==> src/rtl/traffic_pkg.sv <==
// Shared phase encoding, lamp decode and default timing for the intersection controller.
// Latency: n/a (types, constants and a pure function only).
// Backpressure: n/a.
package traffic_pkg;

    // Phase encoding; the numeric values are visible on o_state.
    typedef enum logic [2:0] {
        NS_GRN   = 3'd0,
        NS_YEL   = 3'd1,
        AR_TO_EW = 3'd2,
        EW_GRN   = 3'd3,
        EW_YEL   = 3'd4,
        AR_TO_NS = 3'd5
    } phase_e;

    // Default durations, all counted in ticks.
    localparam int DEF_CNT_W        = 5;
    localparam int DEF_NS_MIN_GREEN = 8;
    localparam int DEF_NS_MAX_GREEN = 31;
    localparam int DEF_EW_MIN_GREEN = 4;
    localparam int DEF_EW_MAX_GREEN = 15;
    localparam int DEF_YELLOW_T     = 3;
    localparam int DEF_ALLRED_T     = 1;

    typedef struct packed {
        logic ns_red;
        logic ns_yellow;
        logic ns_green;
        logic ew_red;
        logic ew_yellow;
        logic ew_green;
    } lamps_t;

    // One lamp per direction; unused encodings fall back to all-red.
    function automatic lamps_t lamp_decode(input phase_e ph);
        lamps_t l;
        l = '0;
        case (ph)
            NS_GRN:  begin l.ns_green  = 1'b1; l.ew_red    = 1'b1; end
            NS_YEL:  begin l.ns_yellow = 1'b1; l.ew_red    = 1'b1; end
            EW_GRN:  begin l.ns_red    = 1'b1; l.ew_green  = 1'b1; end
            EW_YEL:  begin l.ns_red    = 1'b1; l.ew_yellow = 1'b1; end
            default: begin l.ns_red    = 1'b1; l.ew_red    = 1'b1; end
        endcase
        return l;
    endfunction

endpackage

==> src/rtl/phase_timer.sv <==
// Saturating tick counter measuring time spent in the current phase.
// Latency: count visible one cycle after the tick or clear.
// Backpressure: none; clear has priority over tick.
module phase_timer #(
    parameter int CNT_W = 5
) (
    input  logic             i_clk,
    input  logic             i_rst_n,
    input  logic             i_clr,
    input  logic             i_tick,
    output logic [CNT_W-1:0] o_cnt
);

    localparam logic [CNT_W-1:0] MAX_CNT = '1;

    logic [CNT_W-1:0] r_cnt;

    // Clear on phase change, otherwise count ticks and hold at all-ones.
    always_ff @(posedge i_clk or negedge i_rst_n) begin
        if (!i_rst_n) begin
            r_cnt <= '0;
        end else if (i_clr) begin
            r_cnt <= '0;
        end else if (i_tick && (r_cnt != MAX_CNT)) begin
            r_cnt <= r_cnt + 1'b1;
        end
    end

    assign o_cnt = r_cnt;

endmodule

==> src/rtl/traffic_phase_sequencer.sv <==
// Actuated two-way (NS/EW) signal controller with call latches and emergency preemption.
// Latency: phase and lamps update on the clock edge of the deciding tick; lamps are registered.
// Backpressure: none; inputs are levels/strobes sampled every cycle.
module traffic_phase_sequencer
    import traffic_pkg::*;
#(
    parameter int CNT_W        = DEF_CNT_W,
    parameter int NS_MIN_GREEN = DEF_NS_MIN_GREEN,
    parameter int NS_MAX_GREEN = DEF_NS_MAX_GREEN,
    parameter int EW_MIN_GREEN = DEF_EW_MIN_GREEN,
    parameter int EW_MAX_GREEN = DEF_EW_MAX_GREEN,
    parameter int YELLOW_T     = DEF_YELLOW_T,
    parameter int ALLRED_T     = DEF_ALLRED_T
) (
    input  logic             i_clk,
    input  logic             i_rst_n,
    input  logic             i_tick,
    input  logic             i_ns_detect,
    input  logic             i_ew_detect,
    input  logic             i_preempt,
    input  logic             i_preempt_dir,
    output logic             o_ns_red,
    output logic             o_ns_yellow,
    output logic             o_ns_green,
    output logic             o_ew_red,
    output logic             o_ew_yellow,
    output logic             o_ew_green,
    output logic [2:0]       o_state,
    output logic [CNT_W-1:0] o_timer
);

    // "Duration T reached" means the timer shows T-1 on the deciding tick.
    localparam logic [CNT_W-1:0] NS_MIN_M1 = CNT_W'(NS_MIN_GREEN - 1);
    localparam logic [CNT_W-1:0] NS_MAX_M1 = CNT_W'(NS_MAX_GREEN - 1);
    localparam logic [CNT_W-1:0] EW_MIN_M1 = CNT_W'(EW_MIN_GREEN - 1);
    localparam logic [CNT_W-1:0] EW_MAX_M1 = CNT_W'(EW_MAX_GREEN - 1);
    localparam logic [CNT_W-1:0] YEL_M1    = CNT_W'(YELLOW_T - 1);
    localparam logic [CNT_W-1:0] AR_M1     = CNT_W'(ALLRED_T - 1);

    phase_e           r_state;
    phase_e           w_next;
    lamps_t           r_lamps;
    logic             r_ns_call;
    logic             r_ew_call;
    logic [CNT_W-1:0] w_timer;
    logic             w_phase_chg;
    logic             w_pre_ns;
    logic             w_pre_ew;
    logic             w_ns_gap;
    logic             w_ns_max;
    logic             w_ew_gap;
    logic             w_ew_max;
    logic             w_enter_ns;
    logic             w_enter_ew;

    assign w_pre_ns = i_preempt & ~i_preempt_dir;
    assign w_pre_ew = i_preempt &  i_preempt_dir;

    // Gap-out needs MIN served and an idle own approach; max-out ignores own demand.
    assign w_ns_gap = (w_timer >= NS_MIN_M1) & ~i_ns_detect;
    assign w_ns_max = (w_timer >= NS_MAX_M1);
    assign w_ew_gap = (w_timer >= EW_MIN_M1) & ~i_ew_detect;
    assign w_ew_max = (w_timer >= EW_MAX_M1);

    phase_timer #(
        .CNT_W (CNT_W)
    ) u_phase_timer (
        .i_clk   (i_clk),
        .i_rst_n (i_rst_n),
        .i_clr   (w_phase_chg),
        .i_tick  (i_tick),
        .o_cnt   (w_timer)
    );

    // Next-phase decision; phases only move on a tick, yellow and all-red always run full length.
    always_comb begin
        w_next = r_state;
        if (i_tick) begin
            case (r_state)
                NS_GRN: begin
                    if (w_pre_ew || (!w_pre_ns && r_ew_call && (w_ns_gap || w_ns_max)))
                        w_next = NS_YEL;
                end
                NS_YEL: begin
                    if (w_timer >= YEL_M1) w_next = AR_TO_EW;
                end
                AR_TO_EW: begin
                    if (w_timer >= AR_M1) w_next = w_pre_ns ? NS_GRN : EW_GRN;
                end
                EW_GRN: begin
                    if (w_pre_ns || (!w_pre_ew && r_ns_call && (w_ew_gap || w_ew_max)))
                        w_next = EW_YEL;
                end
                EW_YEL: begin
                    if (w_timer >= YEL_M1) w_next = AR_TO_NS;
                end
                AR_TO_NS: begin
                    if (w_timer >= AR_M1) w_next = w_pre_ew ? EW_GRN : NS_GRN;
                end
                default: w_next = NS_GRN;
            endcase
        end
    end

    assign w_phase_chg = (w_next != r_state);
    assign w_enter_ns  = (w_next == NS_GRN) && (r_state != NS_GRN);
    assign w_enter_ew  = (w_next == EW_GRN) && (r_state != EW_GRN);

    // Phase register, call latches (clear beats set) and lamp registers decoded from the next phase.
    always_ff @(posedge i_clk or negedge i_rst_n) begin
        if (!i_rst_n) begin
            r_state   <= NS_GRN;
            r_ns_call <= 1'b0;
            r_ew_call <= 1'b0;
            r_lamps   <= lamp_decode(NS_GRN);
        end else begin
            r_state   <= w_next;
            r_lamps   <= lamp_decode(w_next);
            r_ns_call <= w_enter_ns ? 1'b0
                                    : (r_ns_call | (i_ns_detect & (r_state != NS_GRN)));
            r_ew_call <= w_enter_ew ? 1'b0
                                    : (r_ew_call | (i_ew_detect & (r_state != EW_GRN)));
        end
    end

    assign o_ns_red    = r_lamps.ns_red;
    assign o_ns_yellow = r_lamps.ns_yellow;
    assign o_ns_green  = r_lamps.ns_green;
    assign o_ew_red    = r_lamps.ew_red;
    assign o_ew_yellow = r_lamps.ew_yellow;
    assign o_ew_green  = r_lamps.ew_green;
    assign o_state     = r_state;
    assign o_timer     = w_timer;

endmodule

==> config.mk <==
export PLATFORM = sky130hd
export DESIGN_NAME = traffic_phase_sequencer
export DESIGN_NICKNAME = d
export VERILOG_FILES = /design/src/rtl/traffic_pkg.sv /design/src/rtl/phase_timer.sv /design/src/rtl/traffic_phase_sequencer.sv
export SDC_FILE = /design/constraint.sdc
export NUM_CORES = 1
export LEC_CHECK = 0
export CORE_MARGIN = 1.5
export CORE_UTILIZATION = 46
export DETAILED_ROUTE_END_ITERATION = 16
export GPL_TIMING_DRIVEN = 0
export PLACE_DENSITY = 0.76
export SYNTH_ARGS = -nofsm -noshare
export SYNTH_HDL_FRONTEND = slang
export SYNTH_SLANG_ARGS = --single-unit
export TNS_END_PERCENT = 100
==> constraint.sdc <==
create_clock -name i_clk -period 1.7 [get_ports i_clk]
set_input_delay 0.51 -clock i_clk [delete_from_list [all_inputs] [get_ports i_clk]]
set_output_delay 0.51 -clock i_clk [all_outputs]
set_load 0.01 [all_outputs]
# After elaboration in Yosys (flattened, before gate mapping)
# Cells that the tools add are included.
dict set report word_totals {
  in_bits 7
  wordCells 78
  ff_bits 16
}
dict set report classes {
  n_eq_ne 11
  bitwise 11
  n_addsub 1
  n_lt_le_gt_ge 6
  n_mux 20
  n_reduce_logical 19
}
# cell count
set ops {}
lappend ops {{$mux 3} 7}
lappend ops {{$pmux 3 s6} 1}
lappend ops {{$ge 5x2->1 const B} 2}
lappend ops {{$mux 5} 2}
lappend ops {{$eq 3x2->1 const B} 3}
lappend ops {{$eq 3x3->1 const B} 3}
lappend ops {{$mux 1} 8}
lappend ops {{$logic_and 1x1->1} 7}
lappend ops {{$and 1x1->1} 6}
lappend ops {{$eq 3x1->1 const B} 2}
lappend ops {{$logic_not 3->1} 2}
lappend ops {{$add 5x1->5 const B} 1}
lappend ops {{$ge 5x1->1 const B} 1}
lappend ops {{$ge 5x3->1 const B} 1}
lappend ops {{$ge 5x4->1 const B} 1}
lappend ops {{$ge 5x5->1 const B} 1}
lappend ops {{$ne 5x5->1 const B} 1}
lappend ops {{$logic_or 1x1->1} 4}
lappend ops {{$mux 2} 2}
lappend ops {{$reduce_or 2->1} 2}
lappend ops {{$ne 3x2->1 const B} 1}
lappend ops {{$ne 3x3->1} 1}
lappend ops {{$not 1->1} 3}
lappend ops {{$reduce_bool 3->1} 1}
lappend ops {{other kinds (3)} 5}

# Longest topological paths before layout
# Gate-level depths: netlist (run 1).
dict set report depth {
  ltp_word 12
  mapped_depth 9
}

# Cells and area by module
# Synthesis (run 1) repeated with hierarchy kept, for this count alone.
dict set report unflattened {
  cells_unflattened 93
  hier_area_um2 914.6
}
# mod cells_per_inst instances area_per_inst_um2
set by_module_without_submodules {}
lappend by_module_without_submodules {traffic_phase_sequencer 70 1 665.6}
lappend by_module_without_submodules {phase_timer 23 1 249.0}

# Worst setup path before layout (run 1)
# Ideal clock, no wire load.
dict set report synth_path {
  path_type {flip-flop to flip-flop}
  startpoint {register u_phase_timer.r_cnt[3] (netlist: u_phase_timer.o_cnt[3])}
  endpoint {register u_phase_timer.r_cnt[0] (netlist: u_phase_timer.o_cnt[0])}
  stages_incl_launch_ff 7
  path_buffers 1
  period_less_slack_ps 1969
  setup_time_ps 140
  arrival_ps 1829
  setup_slack_ps -269
  path_cell_list {dfrtp_1 > buf_6 > or4_4 > or3_1 > a21oi_2 > o31a_2 > nor3_1}
}
dict set report synth_between {
  elab_chain_cells 10
  word_cells_on_any_way 27
  classes_between {6 x order compare; 2 x eq/ne; 9 x mux; 2 x bitwise; 8 x reduce/logical}
}
# element line
set synth_lines {}
lappend synth_lines {{from (decl)} phase_timer.sv:16} ;# logic [CNT_W-1:0] r_cnt;
lappend synth_lines {{from (signal assigned)} phase_timer.sv:25} ;# r_cnt <= r_cnt + 1'b1;
lappend synth_lines {{$ge 5x2->1 / $ge 5x3->1 (equally long branches)} {traffic_phase_sequencer.sv:62, traffic_phase_sequencer.sv:60}}
lappend synth_lines {{$and 1x1->1, on equally long branches} {traffic_phase_sequencer.sv:62, traffic_phase_sequencer.sv:60}}
lappend synth_lines {{$logic_or 1x1->1, on equally long branches} {traffic_phase_sequencer.sv:91, traffic_phase_sequencer.sv:81}}
lappend synth_lines {{$logic_and 1x1->1, on equally long branches} {traffic_phase_sequencer.sv:91, traffic_phase_sequencer.sv:81}}
lappend synth_lines {{$logic_or 1x1->1, on equally long branches} {traffic_phase_sequencer.sv:91, traffic_phase_sequencer.sv:81}}
lappend synth_lines {{$mux 3, on equally long branches} {traffic_phase_sequencer.sv:91, traffic_phase_sequencer.sv:81}}
lappend synth_lines {{$pmux 3 s6} traffic_phase_sequencer.sv:79} ;# case (r_state)
lappend synth_lines {{$mux 3} traffic_phase_sequencer.sv:78} ;# if (i_tick) begin
lappend synth_lines {{$ne 3x3->1} traffic_phase_sequencer.sv:105} ;# assign w_phase_chg = (w_next != r_state);
lappend synth_lines {{$mux 5 / $reduce_bool 2->1 (equally long branches)} -}
# Parallel ways exist; a longest one is shown, timed or not.
# A chain may end at the register's enable or synchronous reset.

# Worst setup path after layout (run 1)
dict set report layout_path {
  startpoint {register u_phase_timer.r_cnt[2] (netlist: u_phase_timer.o_cnt[2])}
  endpoint {register r_lamps (netlist bit o_ns_yellow)}
}
dict set report layout_between {
  elab_chain_cells 10
  word_cells_on_any_way 24
  classes_between {6 x order compare; 1 x eq/ne; 9 x mux; 2 x bitwise; 6 x reduce/logical}
}
# element line
set layout_lines {}
lappend layout_lines {{$ge 5x2->1 / $ge 5x3->1 (equally long branches)} {traffic_phase_sequencer.sv:62, traffic_phase_sequencer.sv:60}}
lappend layout_lines {{$and 1x1->1, on equally long branches} {traffic_phase_sequencer.sv:62, traffic_phase_sequencer.sv:60}}
lappend layout_lines {{$logic_or 1x1->1, on equally long branches} {traffic_phase_sequencer.sv:91, traffic_phase_sequencer.sv:81}}
lappend layout_lines {{$logic_and 1x1->1, on equally long branches} {traffic_phase_sequencer.sv:91, traffic_phase_sequencer.sv:81}}
lappend layout_lines {{$logic_or 1x1->1, on equally long branches} {traffic_phase_sequencer.sv:91, traffic_phase_sequencer.sv:81}}
lappend layout_lines {{$mux 3, on equally long branches} {traffic_phase_sequencer.sv:91, traffic_phase_sequencer.sv:81}}
lappend layout_lines {{$pmux 3 s6 *} traffic_phase_sequencer.sv:79}
lappend layout_lines {{$mux 3 *} traffic_phase_sequencer.sv:78}
lappend layout_lines {{net w_next[0]} traffic_phase_sequencer.sv:41} ;# phase_e w_next;
lappend layout_lines {{$eq 3x1->1 *} traffic_pkg.sv:38} ;# case (ph)
lappend layout_lines {{$mux 1 *} traffic_pkg.sv:38}
lappend layout_lines {{to (signal assigned)} traffic_phase_sequencer.sv:115} ;# r_lamps <= lamp_decode(NS_GRN);
lappend layout_lines {{to (signal assigned)} traffic_phase_sequencer.sv:118} ;# r_lamps <= lamp_decode(w_next);
lappend layout_lines {{to (decl)} traffic_phase_sequencer.sv:42} ;# lamps_t r_lamps;
# The timed path passes the listed nets; every way through them passes the cells marked *.

==> results of run 1 <==
==> state kept, by name, indices dropped and copies added, names as in the netlist <==
| register | count |
|---|---|
| o_ew_green | 1 |
| o_ew_red | 1 |
| o_ew_yellow | 1 |
| o_ns_green | 1 |
| o_ns_red | 1 |
| o_ns_yellow | 1 |
| o_state | 3 |
| r_ew_call | 1 |
| r_ns_call | 1 |
| u_phase_timer.o_cnt | 5 |
==> power groups by stage <==
stage	sequential [mW]	clock [mW]	combinational, mW
after floorplan	0.682	0	0.893
after global placement	0.636	0	1.36
after detailed placement	0.642	0	1.38
after CTS	0.623	0.254	1.50
after global routing	0.662	0.275	2.05
final	0.650	0.254	1.90
==> logic make-up (layout without fill, tap and decap cells) <==
family	Yosys count	after routing
AOI/OAI and AO/OA	34	34
xor gates and xnor gates	3	3
adders and majority gates	3	3
buffers and inverters	15	51
DFF	16	16
muxes	2	2
and+or+nand+nor	46	46
==> area by class of cell <==
type	instances	area [µm²]	share of cell area [%]
Multi-Input combinational cell	88	790.8	47.45
Timing Repair Buffer	33	299.0	17.94
Clock buffer	4	36.28	2.177
Tap cell	28	35.03	2.102
Inverter	7	28.78	1.727
Sequential cell	16	406.6	24.40
Buffer	7	70.07	4.204
==> per-stage QoR <==
stage	setup WS, ps	instances	power [mW]
after detailed placement	-919.5	167	2.025
after floorplan	-266.2	119	1.576
after CTS	-337.9	181	2.375
after global routing	-410.5	183	2.984
final	-340.1	183	2.807
after global placement	-869.3	167	1.992
==> metal layers <==
metal / up-vias / share of wire [%]
li1: 508 / -
met1: 556 / 42
met2: 51 / 52
met3: 8 / 5.5
met4: 0 / 1.3
met5: - / 0
==> worst paths after layout <==
check	to	slack, ps	cells past startpoint
worst max-delay path	o_ns_yellow	-340	7
worst min-delay path	u_phase_timer.o_cnt[0]	640	1
worst max register to register	o_ns_yellow	-340	7
worst min register to register	r_ew_call	650	2
max in group asynchronous	u_phase_timer.o_cnt[1]	560	1
min in group i_clk	r_ew_call	650	2
==> layout by cell type (no fill, tap or decap), types with 2 or more instances in the layout <==
master,netlist,routed
sky130_fd_sc_hd__clkbuf_4,0,4
sky130_fd_sc_hd__and2_1,3,3
sky130_fd_sc_hd__mux2i_1,2,2
sky130_fd_sc_hd__clkdlybuf4s15_1,0,3
sky130_fd_sc_hd__clkdlybuf4s50_1,0,6
sky130_fd_sc_hd__a21oi_1,11,7
sky130_fd_sc_hd__dfstp_2,2,2
sky130_fd_sc_hd__nand2b_4,0,2
sky130_fd_sc_hd__a31oi_1,5,5
sky130_fd_sc_hd__o21ai_0,6,3
sky130_fd_sc_hd__xor2_1,2,2
sky130_fd_sc_hd__buf_4,0,11
sky130_fd_sc_hd__dlygate4sd2_1,0,9
sky130_fd_sc_hd__dfrtp_1,14,11
sky130_fd_sc_hd__o21ai_1,0,2
sky130_fd_sc_hd__dlymetal6s2s_1,0,2
sky130_fd_sc_hd__dfrtp_2,0,3
sky130_fd_sc_hd__clkbuf_8,3,4
sky130_fd_sc_hd__nand4_1,3,3
sky130_fd_sc_hd__nor3_2,0,5
sky130_fd_sc_hd__ha_1,3,2
sky130_fd_sc_hd__a21oi_4,0,2
sky130_fd_sc_hd__nor2_1,8,6
sky130_fd_sc_hd__a21oi_2,1,3
sky130_fd_sc_hd__inv_1,6,6
sky130_fd_sc_hd__buf_6,2,3
sky130_fd_sc_hd__nand3_1,3,2
sky130_fd_sc_hd__nand2_1,7,7
==> critical path, stage by stage (launching register included) <==
cell and delay, ps:
sky130_fd_sc_hd__dfrtp_1 410, sky130_fd_sc_hd__buf_6 140, sky130_fd_sc_hd__or4_4 520, sky130_fd_sc_hd__nand3_2 120, sky130_fd_sc_hd__a21oi_4 70, sky130_fd_sc_hd__nor4_4 420, sky130_fd_sc_hd__inv_4 90, sky130_fd_sc_hd__and2_1 160
==> what timing repair did <==
action                                  CTS  global route
endpoints found under the hold margin     0             0
buffers inserted                         10             4
gates resized for setup                  25            36
pin swaps                                10             9
endpoints found under the setup margin   25            20
==> impl_results.html, run 1 <==
<table>
<tr><th>Metric</th><th>Value</th></tr>
<tr><th colspan="2">Final layout</th></tr>
<tr><td>Layout Nets</td><td>166</td></tr>
<tr><td># diodes</td><td>0</td></tr>
<tr><td>Number of inserted filler cells in the final layout</td><td>141</td></tr>
<tr><td>Area Growth Syn to Fin</td><td>50.51%</td></tr>
<tr><td>Share of final-layout standard cells stronger than drive strength 1</td><td>41.29%</td></tr>
<tr><td>Utilization of the core after routing</td><td>74.62%</td></tr>
<tr><td>Cell area after layout</td><td>1667 µm²</td></tr>
<tr><th colspan="2">Yosys</th></tr>
<tr><td>Cell Area, Synth</td><td>1107 µm²</td></tr>
<tr><td>Number of flip-flops and latches in the synthesized netlist</td><td>16</td></tr>
<tr><td>Area fraction of the dominant cell type after synthesis</td><td>31.64%</td></tr>
<tr><td>Post-synthesis sequential area ratio</td><td>36.38%</td></tr>
<tr><td>Synth top area cells</td><td>sky130_fd_sc_hd__dfrtp_1 32%, sky130_fd_sc_hd__a21oi_1 5.0%, sky130_fd_sc_hd__dfstp_2 4.7%</td></tr>
<tr><td>Post-synthesis instance total</td><td>119</td></tr>
<tr><td>Fraction of registers with async set or reset after synthesis</td><td>100.0%</td></tr>
<tr><td>Post-synth top cells</td><td>14 x sky130_fd_sc_hd__dfrtp_1, 11 x sky130_fd_sc_hd__a21oi_1, 8 x sky130_fd_sc_hd__nor2_1</td></tr>
<tr><td>Number of enable flip-flop cells after synthesis</td><td>0</td></tr>
<tr><td>Main combinational cell family by area after synthesis</td><td>simple AND/OR/NAND/NOR gates</td></tr>
<tr><td>Yosys top cell by area</td><td>sky130_fd_sc_hd__dfrtp_1</td></tr>
<tr><td>Distinct cell type count of the synthesized netlist</td><td>45</td></tr>
<tr><td>Yosys warnings</td><td>0</td></tr>
<tr><td>Syn_nets</td><td>129</td></tr>
<tr><td>Area fraction in compound gates after synthesis</td><td>20.34%</td></tr>
<tr><td>Average instance area after synthesis</td><td>9.305 µm²</td></tr>
<tr><td>Top flip-flop cell by instance count after synthesis</td><td>sky130_fd_sc_hd__dfrtp_1</td></tr>
<tr><td>Fraction of synthesized area in multiplexers</td><td>1.808%</td></tr>
<tr><td>Cell with the most instances after synthesis</td><td>sky130_fd_sc_hd__dfrtp_1</td></tr>
<tr><td>Synth Area in Simple Gates</td><td>26.10%</td></tr>
<tr><td>Post-synthesis share of cell area spent on full adders, half adders and majority gates</td><td>3.390%</td></tr>
<tr><td>Parity-gate share of the synthesized area counting xor and xnor cells</td><td>2.373%</td></tr>
<tr><th colspan="2">Power</th></tr>
<tr><td>Logic pwr share</td><td>67.8%</td></tr>
<tr><td>Switching part of the total power</td><td>45.72%</td></tr>
<tr><td>Pwr/cell area</td><td>1684 nW/µm²</td></tr>
<tr><td>Leakage power</td><td>0.7256 nW</td></tr>
<tr><td>Peak supply drop</td><td>1241 µV</td></tr>
<tr><td>Fraction of power consumed by sequential logic</td><td>23.2%</td></tr>
<tr><td>NetSw</td><td>1.283 mW</td></tr>
<tr><td>Internal power component</td><td>1.523 mW</td></tr>
<tr><td>Clk pwr share</td><td>9.0%</td></tr>
<tr><th colspan="2">STA</th></tr>
<tr><td>Final hold slack</td><td>643.4 ps</td></tr>
<tr><td>Worst-margin pin slew</td><td>721.2 ps</td></tr>
<tr><td>RSZ-0062 raised after global routing</td><td>yes</td></tr>
<tr><td>Period utilization</td><td>120.0%</td></tr>
<tr><td>Final Worst Setup Slack</td><td>-340.1 ps</td></tr>
<tr><td>Post-layout minimum cycle time</td><td>2040 ps</td></tr>
<tr><td>Final clock skew</td><td>5.000 ps</td></tr>
<tr><td>Final Hold Violating Endpoints</td><td>0</td></tr>
<tr><td>Max Transition Viols Final</td><td>0</td></tr>
<tr><td>Max-Slew Margin vs Limit</td><td>51.77%</td></tr>
<tr><td>Total Negative Setup Slacks</td><td>-3944 ps</td></tr>
<tr><td>Finish-stage setup viols</td><td>15</td></tr>
<tr><td>Fmax achieved</td><td>490.2 MHz</td></tr>
<tr><th colspan="2">Critical path</th></tr>
<tr><td>Capturing element type of the critical path</td><td>flop</td></tr>
<tr><td>Critical path class</td><td>reg -&gt; reg</td></tr>
<tr><td>Worst setup startpoint</td><td>u_phase_timer.o_cnt[2]</td></tr>
<tr><td>Crit path max fanout</td><td>6</td></tr>
<tr><td>Startpoint type of the worst setup path</td><td>flop</td></tr>
<tr><td>Endpoint required time on the critical path</td><td>1880 ps</td></tr>
<tr><td>CP arrival</td><td>2220 ps</td></tr>
<tr><td>Worst R2R Start</td><td>u_phase_timer.o_cnt[2]</td></tr>
<tr><th colspan="2">Clocking</th></tr>
<tr><td>Clock insertion delay at the later pin of the skew report</td><td>290 ps</td></tr>
<tr><td>CTS Buf Count</td><td>3</td></tr>
<tr><td>CTS sink count</td><td>16</td></tr>
<tr><td>Clock tree from TritonCTS</td><td>built</td></tr>
<tr><td>Maximum level of the CTS H-tree</td><td>1</td></tr>
<tr><td>Clock tree root buffer cell</td><td>sky130_fd_sc_hd__clkbuf_4</td></tr>
<tr><td>Clock transition time at the flip-flop clock pins of the worst setup and hold paths</td><td>100 ps</td></tr>
<tr><td>Maximum count of clock buffers along a single path</td><td>2</td></tr>
<tr><td>Number of buffers added to fix hold violations after cts</td><td>0</td></tr>
<tr><th colspan="2">Floorplanning</th></tr>
<tr><td>Area of the core</td><td>2233 µm²</td></tr>
<tr><td>Placement Rows</td><td>17</td></tr>
<tr><td>Initial Utilization</td><td>49.58%</td></tr>
<tr><td>Die Y</td><td>52.07 µm</td></tr>
<tr><td>Full die area</td><td>2711 µm²</td></tr>
<tr><td>Number of top-level design ports</td><td>21</td></tr>
<tr><td>Width of the die</td><td>52.07 µm</td></tr>
<tr><th colspan="2">Drt</th></tr>
<tr><td>First DRT Iteration DRCs</td><td>41</td></tr>
<tr><td>Number of design rule violations left after detail routing</td><td>0</td></tr>
<tr><td>Post-detailed-route via-to-cell ratio</td><td>6.137</td></tr>
<tr><td>Via count</td><td>1,123</td></tr>
<tr><td>Detailed-route wire length</td><td>3346 µm</td></tr>
<tr><td>Average detailed-routed wire length per instance</td><td>18.28 µm</td></tr>
<tr><td>Final antenna-violating net count</td><td>0</td></tr>
<tr><td>Number of detailed-routing iterations run before antenna repair</td><td>4</td></tr>
<tr><th colspan="2">GRT</th></tr>
<tr><td>Busiest metal layer after global routing</td><td>met2</td></tr>
<tr><td>Total GRT Usage</td><td>25.21%</td></tr>
<tr><td>Initial antenna violation count</td><td>0</td></tr>
<tr><td>GR Layer Usage met2</td><td>42.19%</td></tr>
<tr><td>Pin count of the biggest net entering global routing</td><td>17</td></tr>
<tr><td>GRT met1 Usage</td><td>31.68%</td></tr>
<tr><td>Vias in the first global route</td><td>1,093</td></tr>
<tr><td>GR Overflow Total</td><td>0</td></tr>
<tr><td>Wire length of the first global-routing pass</td><td>5106 µm</td></tr>
<tr><td>Met3 usage</td><td>4.885%</td></tr>
<tr><th colspan="2">Placed design</th></tr>
<tr><td>Port bufs</td><td>20</td></tr>
<tr><td>HPWL after DPL</td><td>1861 µm</td></tr>
<tr><td>Routability congestion estimate</td><td>0.9296</td></tr>
<tr><td>Area after detailed placement</td><td>1349 µm²</td></tr>
<tr><th colspan="2">Outcome</th></tr>
<tr><td>Failing checks</td><td>setup timing</td></tr>
<tr><td>Status</td><td>finished with violations</td></tr>
<tr><th colspan="2">Min path</th></tr>
<tr><td>HP Class</td><td>in -&gt; async</td></tr>
<tr><th colspan="2">Run</th></tr>
<tr><td>Count of max-cap constraint violations</td><td>0</td></tr>
</table>
Power figures use the tool's default switching activity.
==> run 2: changes to the inputs <==
Settings changed: CORE_MARGIN 1.5 to not set, CORE_UTILIZATION 46 to 40, GPL_ROUTABILITY_DRIVEN set to 0, PLACE_DENSITY 0.76 to 0.67.
==> impl_results.html, run 2 (synthesis gave the netlist of run 1 again) <==
<table>
<tr><th>Metric</th><th>Value</th></tr>
<tr><th colspan="2">Clocking</th></tr>
<tr><td>CTS Buf Count</td><td>3 (unchanged)</td></tr>
<tr><td>Maximum count of clock buffers along a single path</td><td>2 (unchanged)</td></tr>
<tr><td>Maximum level of the CTS H-tree</td><td>1 (unchanged)</td></tr>
<tr><td>Clock tree from TritonCTS</td><td>built</td></tr>
<tr><td>Clock insertion delay at the later pin of the skew report</td><td>280 ps (about the same)</td></tr>
<tr><td>CTS sink count</td><td>16 (unchanged)</td></tr>
<tr><td>Clock tree root buffer cell</td><td>sky130_fd_sc_hd__clkbuf_4</td></tr>
<tr><td>Clock transition time at the flip-flop clock pins of the worst setup and hold paths</td><td>90 ps (about the same)</td></tr>
<tr><th colspan="2">Final layout</th></tr>
<tr><td>Most common library cell in the layout ignoring fill and taps</td><td>sky130_fd_sc_hd__buf_4</td></tr>
<tr><td>Max FFs per register</td><td>5 (unchanged)</td></tr>
<tr><td>Top library cells by usage in the layout, fill and taps aside</td><td>16 x sky130_fd_sc_hd__buf_4, 11 x sky130_fd_sc_hd__dfrtp_1, 8 x sky130_fd_sc_hd__a21oi_1, 8 x sky130_fd_sc_hd__dlygate4sd2_1</td></tr>
<tr><td>Layout Nets</td><td>170 (+2.4%)</td></tr>
<tr><td># diodes</td><td>0 (unchanged)</td></tr>
<tr><td>Utilization of the core after routing</td><td>66.37% (-8.3 points)</td></tr>
<tr><td>Share of final-layout standard cells stronger than drive strength 1</td><td>41.51% (+0.22 points)</td></tr>
<tr><td>Area Growth Syn to Fin</td><td>52.54%</td></tr>
<tr><th colspan="2">Critical path</th></tr>
<tr><td>Worst path cell trace</td><td>buf_6 &gt; or4_4 &gt; or3_4 &gt; a21oi_4 &gt; nor4_4 &gt; buf_4 &gt; inv_4 &gt; a31oi_1</td></tr>
<tr><td>Startpoint type of the worst setup path</td><td>flop</td></tr>
<tr><td>CP arrival</td><td>2270 ps (+50 ps)</td></tr>
<tr><td>Crit path max fanout</td><td>5 (-1)</td></tr>
<tr><td>Capturing element type of the critical path</td><td>flop</td></tr>
<tr><td>Critical path class</td><td>reg -&gt; reg</td></tr>
<tr><td>Critical path's slowest cell</td><td>sky130_fd_sc_hd__or4_4</td></tr>
<tr><td>Endpoint required time on the critical path</td><td>1860 ps (-20 ps)</td></tr>
<tr><td>Max stage delay on crit path</td><td>540 ps (+20 ps)</td></tr>
<tr><th colspan="2">Power</th></tr>
<tr><td>Tot Pwr</td><td>2.798 mW (-0.30%)</td></tr>
<tr><td>Peak supply drop</td><td>1164 µV (-6.2%)</td></tr>
<tr><td>Logic pwr share</td><td>68.6% (+0.8 points)</td></tr>
<tr><td>Switching part of the total power</td><td>44.96% (-0.76 points)</td></tr>
<tr><td>Internal power component</td><td>1.540 mW (+1.1%)</td></tr>
<tr><td>NetSw</td><td>1.258 mW (-2.0%)</td></tr>
<tr><td>Leakage power</td><td>0.7833 nW (+8.0%)</td></tr>
<tr><td>Fraction of power consumed by sequential logic</td><td>22.8% (-0.4 points)</td></tr>
<tr><td>Clk pwr share</td><td>8.6% (-0.4 points)</td></tr>
<tr><td>Pwr/cell area</td><td>1657 nW/µm² (-1.6%)</td></tr>
<tr><th colspan="2">Run</th></tr>
<tr><td>Count of max-cap constraint violations</td><td>0 (unchanged)</td></tr>
<tr><th colspan="2">GRT</th></tr>
<tr><td>Pin count of the biggest net entering global routing</td><td>17 (unchanged)</td></tr>
<tr><td>Total GRT Usage</td><td>20.56% (-4.7 points)</td></tr>
<tr><td>Wire length of the first global-routing pass</td><td>4360 µm (-15%)</td></tr>
<tr><td>Initial antenna violation count</td><td>0 (unchanged)</td></tr>
<tr><td>Vias in the first global route</td><td>948 (-13%)</td></tr>
<tr><td>GR Overflow Total</td><td>0 (unchanged)</td></tr>
<tr><th colspan="2">Drt</th></tr>
<tr><td>Average detailed-routed wire length per instance</td><td>16.88 µm (-7.7%)</td></tr>
<tr><td>First DRT Iteration DRCs</td><td>52 (+27%)</td></tr>
<tr><td>Post-detailed-route via-to-cell ratio</td><td>5.714 (-6.9%)</td></tr>
<tr><td>Number of detailed-routing iterations run before antenna repair</td><td>4 (unchanged)</td></tr>
<tr><td>Final antenna-violating net count</td><td>0 (unchanged)</td></tr>
<tr><td>Detailed-route wire length</td><td>3191 µm (-4.6%)</td></tr>
<tr><td>Number of design rule violations left after detail routing</td><td>0 (unchanged)</td></tr>
<tr><td>Via count</td><td>1,080 (-3.8%)</td></tr>
<tr><th colspan="2">Floorplanning</th></tr>
<tr><td>Full die area</td><td>2983 µm² (+10%)</td></tr>
<tr><td>Initial Utilization</td><td>43.51% (-6.1 points)</td></tr>
<tr><td>Area of the core</td><td>2545 µm² (+14%)</td></tr>
<tr><td>Width of the die</td><td>54.62 µm (+4.9%)</td></tr>
<tr><td>Die Y</td><td>54.62 µm (+4.9%)</td></tr>
<tr><td>Placement Rows</td><td>18 (+1)</td></tr>
<tr><td>Number of top-level design ports</td><td>21 (unchanged)</td></tr>
<tr><th colspan="2">Placed design</th></tr>
<tr><td>HPWL after DPL</td><td>1878 µm (+0.96%)</td></tr>
<tr><td>Port bufs</td><td>20 (unchanged)</td></tr>
<tr><th colspan="2">STA</th></tr>
<tr><td>Finish-stage setup viols</td><td>15 (unchanged)</td></tr>
<tr><td>Max-Slew Margin vs Limit</td><td>54.02% (+2.3 points)</td></tr>
<tr><td>Final clock skew</td><td>4.727 ps (-0.2731 ps)</td></tr>
<tr><td>Fmax achieved</td><td>473.5 MHz (-3.4%)</td></tr>
<tr><td>Post-layout minimum cycle time</td><td>2112 ps (+71.76 ps)</td></tr>
<tr><td>Final Hold Violating Endpoints</td><td>0 (unchanged)</td></tr>
<tr><td>Max Transition Viols Final</td><td>0 (unchanged)</td></tr>
<tr><td>Period utilization</td><td>124.2% (+4.2 points)</td></tr>
<tr><td>Final Worst Setup Slack</td><td>-411.8 ps (-71.76 ps)</td></tr>
<tr><td>RSZ-0062 raised after global routing</td><td>yes</td></tr>
<tr><td>Worst-margin pin slew</td><td>687.5 ps (-33.65 ps)</td></tr>
<tr><th colspan="2">Outcome</th></tr>
<tr><td>Failing checks</td><td>setup timing</td></tr>
<tr><td>Status</td><td>finished with violations</td></tr>
<tr><th colspan="2">Min path</th></tr>
<tr><td>HP Class</td><td>reg -&gt; reg</td></tr>
</table>
run 2: changes by cell type in the layout (fill, tap and decap cells not counted), moves of 2 or more:
cell and delta:
sky130_fd_sc_hd__buf_4 +5, sky130_fd_sc_hd__nor3_4 +4, sky130_fd_sc_hd__nor3_2 -3, sky130_fd_sc_hd__clkdlybuf4s15_1 -2, sky130_fd_sc_hd__dlymetal6s2s_1 +2
run 2: layout make-up:
type / instances / area, µm²
Buffer: 8 / 78.83
Clock buffer: 4 / 36.28
Fill cell: 192 / 855.8
Inverter: 7 / 28.78
Multi-Input combinational cell: 88 / 779.5
Sequential cell: 16 / 406.6
Tap cell: 30 / 37.54
Timing Repair Buffer: 36 / 321.6
run 2: power groups by stage:
stage                     clock network [mW]  logic [mW]  registers [mW]
after floorplan                            0       0.893           0.682
after global placement                     0        1.36           0.637
after detailed placement                   0        1.38           0.641
after CTS                              0.244        1.62           0.630
after global routing                   0.265        2.05           0.648
final                                  0.242        1.92           0.637
run 2: path summary, 6_finish.rpt:
path	slack, ps	from	cells past startpoint	endpoint
max in group asynchronous	580	i_rst_n	1	u_phase_timer.o_cnt[4]
max reg2reg	-410	u_phase_timer.o_cnt[3]	8	r_ew_call
min reg2reg	630	r_ns_call	2	r_ns_call
min	630	r_ns_call	2	r_ns_call
min in group asynchronous	640	i_rst_n	1	r_ew_call
max	-410	u_phase_timer.o_cnt[3]	8	r_ew_call
run 2: per-stage QoR:
| stage | instance area, µm² | TNS [ps] | hold slack, ps | cells | worst slack, ps |
|---|---|---|---|---|---|
| 2_1_floorplan | 1114 | -2962 | 214.4 | 119 | -266.2 |
| 3_3_place_gp | 1351 | -11780 | 556.3 | 169 | -853.0 |
| 5_1_grt | 1689 | -6211 | 649.8 | 189 | -523.3 |
| 4_1_cts | 1554 | -4109 | 616.7 | 184 | -334.9 |
| 6_report | 1689 | -4828 | 625.6 | 189 | -411.8 |
| 3_5_place_dp | 1351 | -11880 | 574.6 | 169 | -851.9 |
run 2: timing repair:
item / in CTS / in global routing
hold buffers: 0 / 0
endpoints found under the setup margin: 23 / 21
resized for setup: 31 / 24
setup buffers: 11 / 5
gates cloned: 0 / 0
pin swaps: 11 / 15
run 2: layer usage:
metal  global-route usage, %  vias up  wire [µm]
met5                       0        -          0
met4                   4.701        0         16
met3                   2.222        4        155
met2                   34.14       40       1699
met1                   28.35      522       1319
li1                        -      514          -
run 2: critical path, delay by kind of cell, from the launching register on:
kind            cells  cell delay [ps]
compound gates      2              280
buf+inv             3              360
flops               1              400
simple gates        3              950
==> run 3: changes to the inputs <==
Settings changed: CELL_PAD_IN_SITES_DETAIL_PLACEMENT set to 0, CELL_PAD_IN_SITES_GLOBAL_PLACEMENT set to 1, CORE_UTILIZATION 40 to 35, PLACE_DENSITY 0.67 to 0.76.
==> impl_results.html, run 3 (synthesis gave the netlist of run 1 again) <==
<table>
<tr><th>Metric</th><th>Value</th></tr>
<tr><th colspan="2">Clocking</th></tr>
<tr><td>Clock insertion delay at the later pin of the skew report</td><td>280 ps (about the same)</td></tr>
<tr><td>Maximum level of the CTS H-tree</td><td>1 (unchanged)</td></tr>
<tr><td>Clock tree from TritonCTS</td><td>built</td></tr>
<tr><td>Clock transition time at the flip-flop clock pins of the worst setup and hold paths</td><td>90 ps (about the same)</td></tr>
<tr><td>CTS Buf Count</td><td>3 (unchanged)</td></tr>
<tr><td>Maximum count of clock buffers along a single path</td><td>2 (unchanged)</td></tr>
<tr><td>Clock tree root buffer cell</td><td>sky130_fd_sc_hd__clkbuf_4</td></tr>
<tr><td>CTS sink count</td><td>16 (unchanged)</td></tr>
<tr><th colspan="2">STA</th></tr>
<tr><td>Max Transition Viols Final</td><td>0 (unchanged)</td></tr>
<tr><td>Finish-stage setup viols</td><td>14 (-1)</td></tr>
<tr><td>RSZ-0062 raised after global routing</td><td>yes</td></tr>
<tr><td>Max-Slew Margin vs Limit</td><td>54.85% (+0.83 points)</td></tr>
<tr><td>Final Worst Setup Slack</td><td>-396.4 ps (+15.45 ps)</td></tr>
<tr><td>Final hold slack</td><td>620.4 ps (-5.244 ps)</td></tr>
<tr><td>Worst-margin pin slew</td><td>675.2 ps (-12.39 ps)</td></tr>
<tr><td>Total Negative Setup Slacks</td><td>-4689 ps (+138.7 ps)</td></tr>
<tr><td>Final Hold Violating Endpoints</td><td>0 (unchanged)</td></tr>
<tr><td>Fmax achieved</td><td>477.0 MHz (+0.74%)</td></tr>
<tr><td>Period utilization</td><td>123.3% (-0.91 points)</td></tr>
<tr><td>Post-layout minimum cycle time</td><td>2096 ps (-15.45 ps)</td></tr>
<tr><td>Final clock skew</td><td>4.415 ps (-0.3124 ps)</td></tr>
<tr><th colspan="2">Final layout</th></tr>
<tr><td>Area Growth Syn to Fin</td><td>48.47%</td></tr>
<tr><td># diodes</td><td>0 (unchanged)</td></tr>
<tr><td>Max FFs per register</td><td>5 (unchanged)</td></tr>
<tr><td>Most common library cell in the layout ignoring fill and taps</td><td>sky130_fd_sc_hd__buf_4</td></tr>
<tr><td>Top library cells by usage in the layout, fill and taps aside</td><td>15 x sky130_fd_sc_hd__buf_4, 11 x sky130_fd_sc_hd__dfrtp_1, 10 x sky130_fd_sc_hd__dlygate4sd2_1</td></tr>
<tr><td>Number of inserted filler cells in the final layout</td><td>274 (+43%)</td></tr>
<tr><td>Layout Nets</td><td>168 (-1.2%)</td></tr>
<tr><td>Final non-filler cell total</td><td>201 (+6.3%)</td></tr>
<tr><td>Cell area after layout</td><td>1644 µm² (-2.7%)</td></tr>
<tr><td>Share of final-layout standard cells stronger than drive strength 1</td><td>37.58% (-3.9 points)</td></tr>
<tr><td>Utilization of the core after routing</td><td>54.30% (-12 points)</td></tr>
<tr><th colspan="2">Critical path</th></tr>
<tr><td>CP arrival</td><td>2260 ps (about the same)</td></tr>
<tr><td>Worst R2R Start</td><td>u_phase_timer.o_cnt[2]</td></tr>
<tr><td>Max stage delay on crit path</td><td>500 ps (-40 ps)</td></tr>
<tr><td>Worst path cell trace</td><td>buf_6 &gt; or4_4 &gt; or3_4 &gt; a21oi_4 &gt; nor4_4 &gt; buf_4 &gt; inv_4 &gt; a31oi_1</td></tr>
<tr><td>Number of logic stages on the critical path including buffering</td><td>8 (unchanged)</td></tr>
<tr><td>Category of cells accounting for the largest share of critical-path delay</td><td>simple AND/OR/NAND/NOR gates</td></tr>
<tr><td>R2R depth</td><td>8 (unchanged)</td></tr>
<tr><td>Worst-case register-to-register setup slack</td><td>-400 ps (+20 ps)</td></tr>
<tr><td>Endpoint of the most critical setup path</td><td>r_ew_call</td></tr>
<tr><td>Buffering stage count on the worst path with inverters included</td><td>3 (unchanged)</td></tr>
<tr><td>Crit path max fanout</td><td>5 (unchanged)</td></tr>
<tr><td>Critical path's slowest cell</td><td>sky130_fd_sc_hd__or4_4</td></tr>
<tr><td>Critical path class</td><td>reg -&gt; reg</td></tr>
<tr><td>Endpoint required time on the critical path</td><td>1870 ps (about the same)</td></tr>
<tr><td>Capturing element type of the critical path</td><td>flop</td></tr>
<tr><td>Worst setup startpoint</td><td>u_phase_timer.o_cnt[2]</td></tr>
<tr><td>Startpoint type of the worst setup path</td><td>flop</td></tr>
<tr><td>Capture point of the worst reg-to-reg path</td><td>r_ew_call</td></tr>
<tr><th colspan="2">Placed design</th></tr>
<tr><td>Number of placed cells counting well taps</td><td>183 (+8.3%)</td></tr>
<tr><td>Area after detailed placement</td><td>1369 µm² (+1.3%)</td></tr>
<tr><td>Port bufs</td><td>20 (unchanged)</td></tr>
<tr><td>HPWL after DPL</td><td>1957 µm (+4.2%)</td></tr>
<tr><td>Pre-CTS setup slack</td><td>-913.6 ps (-61.76 ps)</td></tr>
<tr><th colspan="2">Outcome</th></tr>
<tr><td>Status</td><td>finished with violations</td></tr>
<tr><td>Failing checks</td><td>setup timing</td></tr>
<tr><th colspan="2">Run</th></tr>
<tr><td>Count of max-cap constraint violations</td><td>0 (unchanged)</td></tr>
<tr><th colspan="2">GRT</th></tr>
<tr><td>Wire length of the first global-routing pass</td><td>4491 µm (+3.0%)</td></tr>
<tr><td>Initial antenna violation count</td><td>0 (unchanged)</td></tr>
<tr><td>Vias in the first global route</td><td>999 (+5.4%)</td></tr>
<tr><td>Pin count of the biggest net entering global routing</td><td>17 (unchanged)</td></tr>
<tr><td>Total GRT Usage</td><td>17.39% (-3.2 points)</td></tr>
<tr><td>GR Overflow Total</td><td>0 (unchanged)</td></tr>
<tr><th colspan="2">Min path</th></tr>
<tr><td>HP Class</td><td>reg -&gt; reg</td></tr>
<tr><td>Start point of the worst hold path</td><td>r_ew_call</td></tr>
<tr><th colspan="2">Power</th></tr>
<tr><td>Pwr/cell area</td><td>1639 nW/µm² (-1.0%)</td></tr>
<tr><td>Peak supply drop</td><td>861.4 µV (-26%)</td></tr>
<tr><td>Tot Pwr</td><td>2.695 mW (-3.7%)</td></tr>
<tr><td>Leakage power</td><td>0.7764 nW (-0.88%)</td></tr>
<tr><th colspan="2">Drt</th></tr>
<tr><td>Final antenna-violating net count</td><td>0 (unchanged)</td></tr>
<tr><td>Detailed-route wire length</td><td>3033 µm (-5.0%)</td></tr>
<tr><td>Number of design rule violations left after detail routing</td><td>0 (unchanged)</td></tr>
<tr><td>Average detailed-routed wire length per instance</td><td>15.09 µm (-11%)</td></tr>
<tr><td>Post-detailed-route via-to-cell ratio</td><td>5.348 (-6.4%)</td></tr>
<tr><td>Number of detailed-routing iterations run before antenna repair</td><td>4 (unchanged)</td></tr>
<tr><td>First DRT Iteration DRCs</td><td>36 (-31%)</td></tr>
<tr><td>Via count</td><td>1,075 (-0.46%)</td></tr>
<tr><th colspan="2">Floorplanning</th></tr>
<tr><td>Number of top-level design ports</td><td>21 (unchanged)</td></tr>
<tr><td>Die Y</td><td>58.25 µm (+6.6%)</td></tr>
<tr><td>Width of the die</td><td>58.25 µm (+6.6%)</td></tr>
<tr><td>Full die area</td><td>3392 µm² (+14%)</td></tr>
<tr><td>Initial Utilization</td><td>36.57% (-6.9 points)</td></tr>
<tr><td>Area of the core</td><td>3028 µm² (+19%)</td></tr>
<tr><td>Placement Rows</td><td>20 (+2)</td></tr>
</table>
run 3: cell count changes in the layout (fill, tap and decap cells not counted), sizes merged:
cell / before / now
clkdlybuf4s50: 6 / 4
dlymetal6s2s: 4 / 5
buf: 20 / 17
dlygate4sd2: 8 / 10
run 3: timing repair:
action | in CTS | in global routing
cloned | 0 | 0
endpoints found under the setup margin | 25 | 21
resized for setup | 28 | 18
pin swaps | 9 | 7
buffers inserted | 10 | 6
hold buffers | 0 | 0
hold endpoints to repair | 0 | 0
run 3: final cells by class:
class                   count  area, µm²  area share (%)
inverters                   7      28.78           1.750
flip-flops and latches     16      406.6           24.73
multi-input cells          88      737.0           44.82
repair buffers             35      312.8           19.03
well taps                  44      55.05           3.349
clock buffers               4      36.28           2.207
plain buffers               7      67.56           4.110
run 3: worst register-to-register path, stage by stage (launching register included):
cell and delay, ps:
sky130_fd_sc_hd__dfrtp_1 400, sky130_fd_sc_hd__buf_6 140, sky130_fd_sc_hd__or4_4 500, sky130_fd_sc_hd__or3_4 360, sky130_fd_sc_hd__a21oi_4 200, sky130_fd_sc_hd__nor4_4 70, sky130_fd_sc_hd__buf_4 170, sky130_fd_sc_hd__inv_4 80
sky130_fd_sc_hd__a31oi_1 70
run 3: metal layers:
layer / part of all wire, % / GRT usage (%) / vias to the layer above
met5: 0 / 0 / -
met4: 1.3 / 7.483 / 0
met3: 4.7 / 2.232 / 6
met2: 50 / 28.57 / 33
met1: 44 / 22.97 / 527
li1: - / - / 509
run 3: worst min-delay path by stage:
stage / to / slack (ps) / cells after the start
2_1_floorplan: o_ew_green / 210 / 0
3_3_place_gp: r_ew_call / 570 / 2
3_5_place_dp: r_ew_call / 580 / 2
4_1_cts: r_ew_call / 600 / 2
5_1_grt: r_ew_call / 640 / 2
6_report: r_ew_call / 620 / 2
run 3: where the power goes:
group	total [mW]	switching, mW	leakage (nW)	internal, mW
Sequential	0.636	0.100	0.196	0.536
Clock	0.242	0.112	0.0210	0.130
Combinational	1.82	0.981	0.559	0.836
Total	2.70	1.19	0.776	1.50
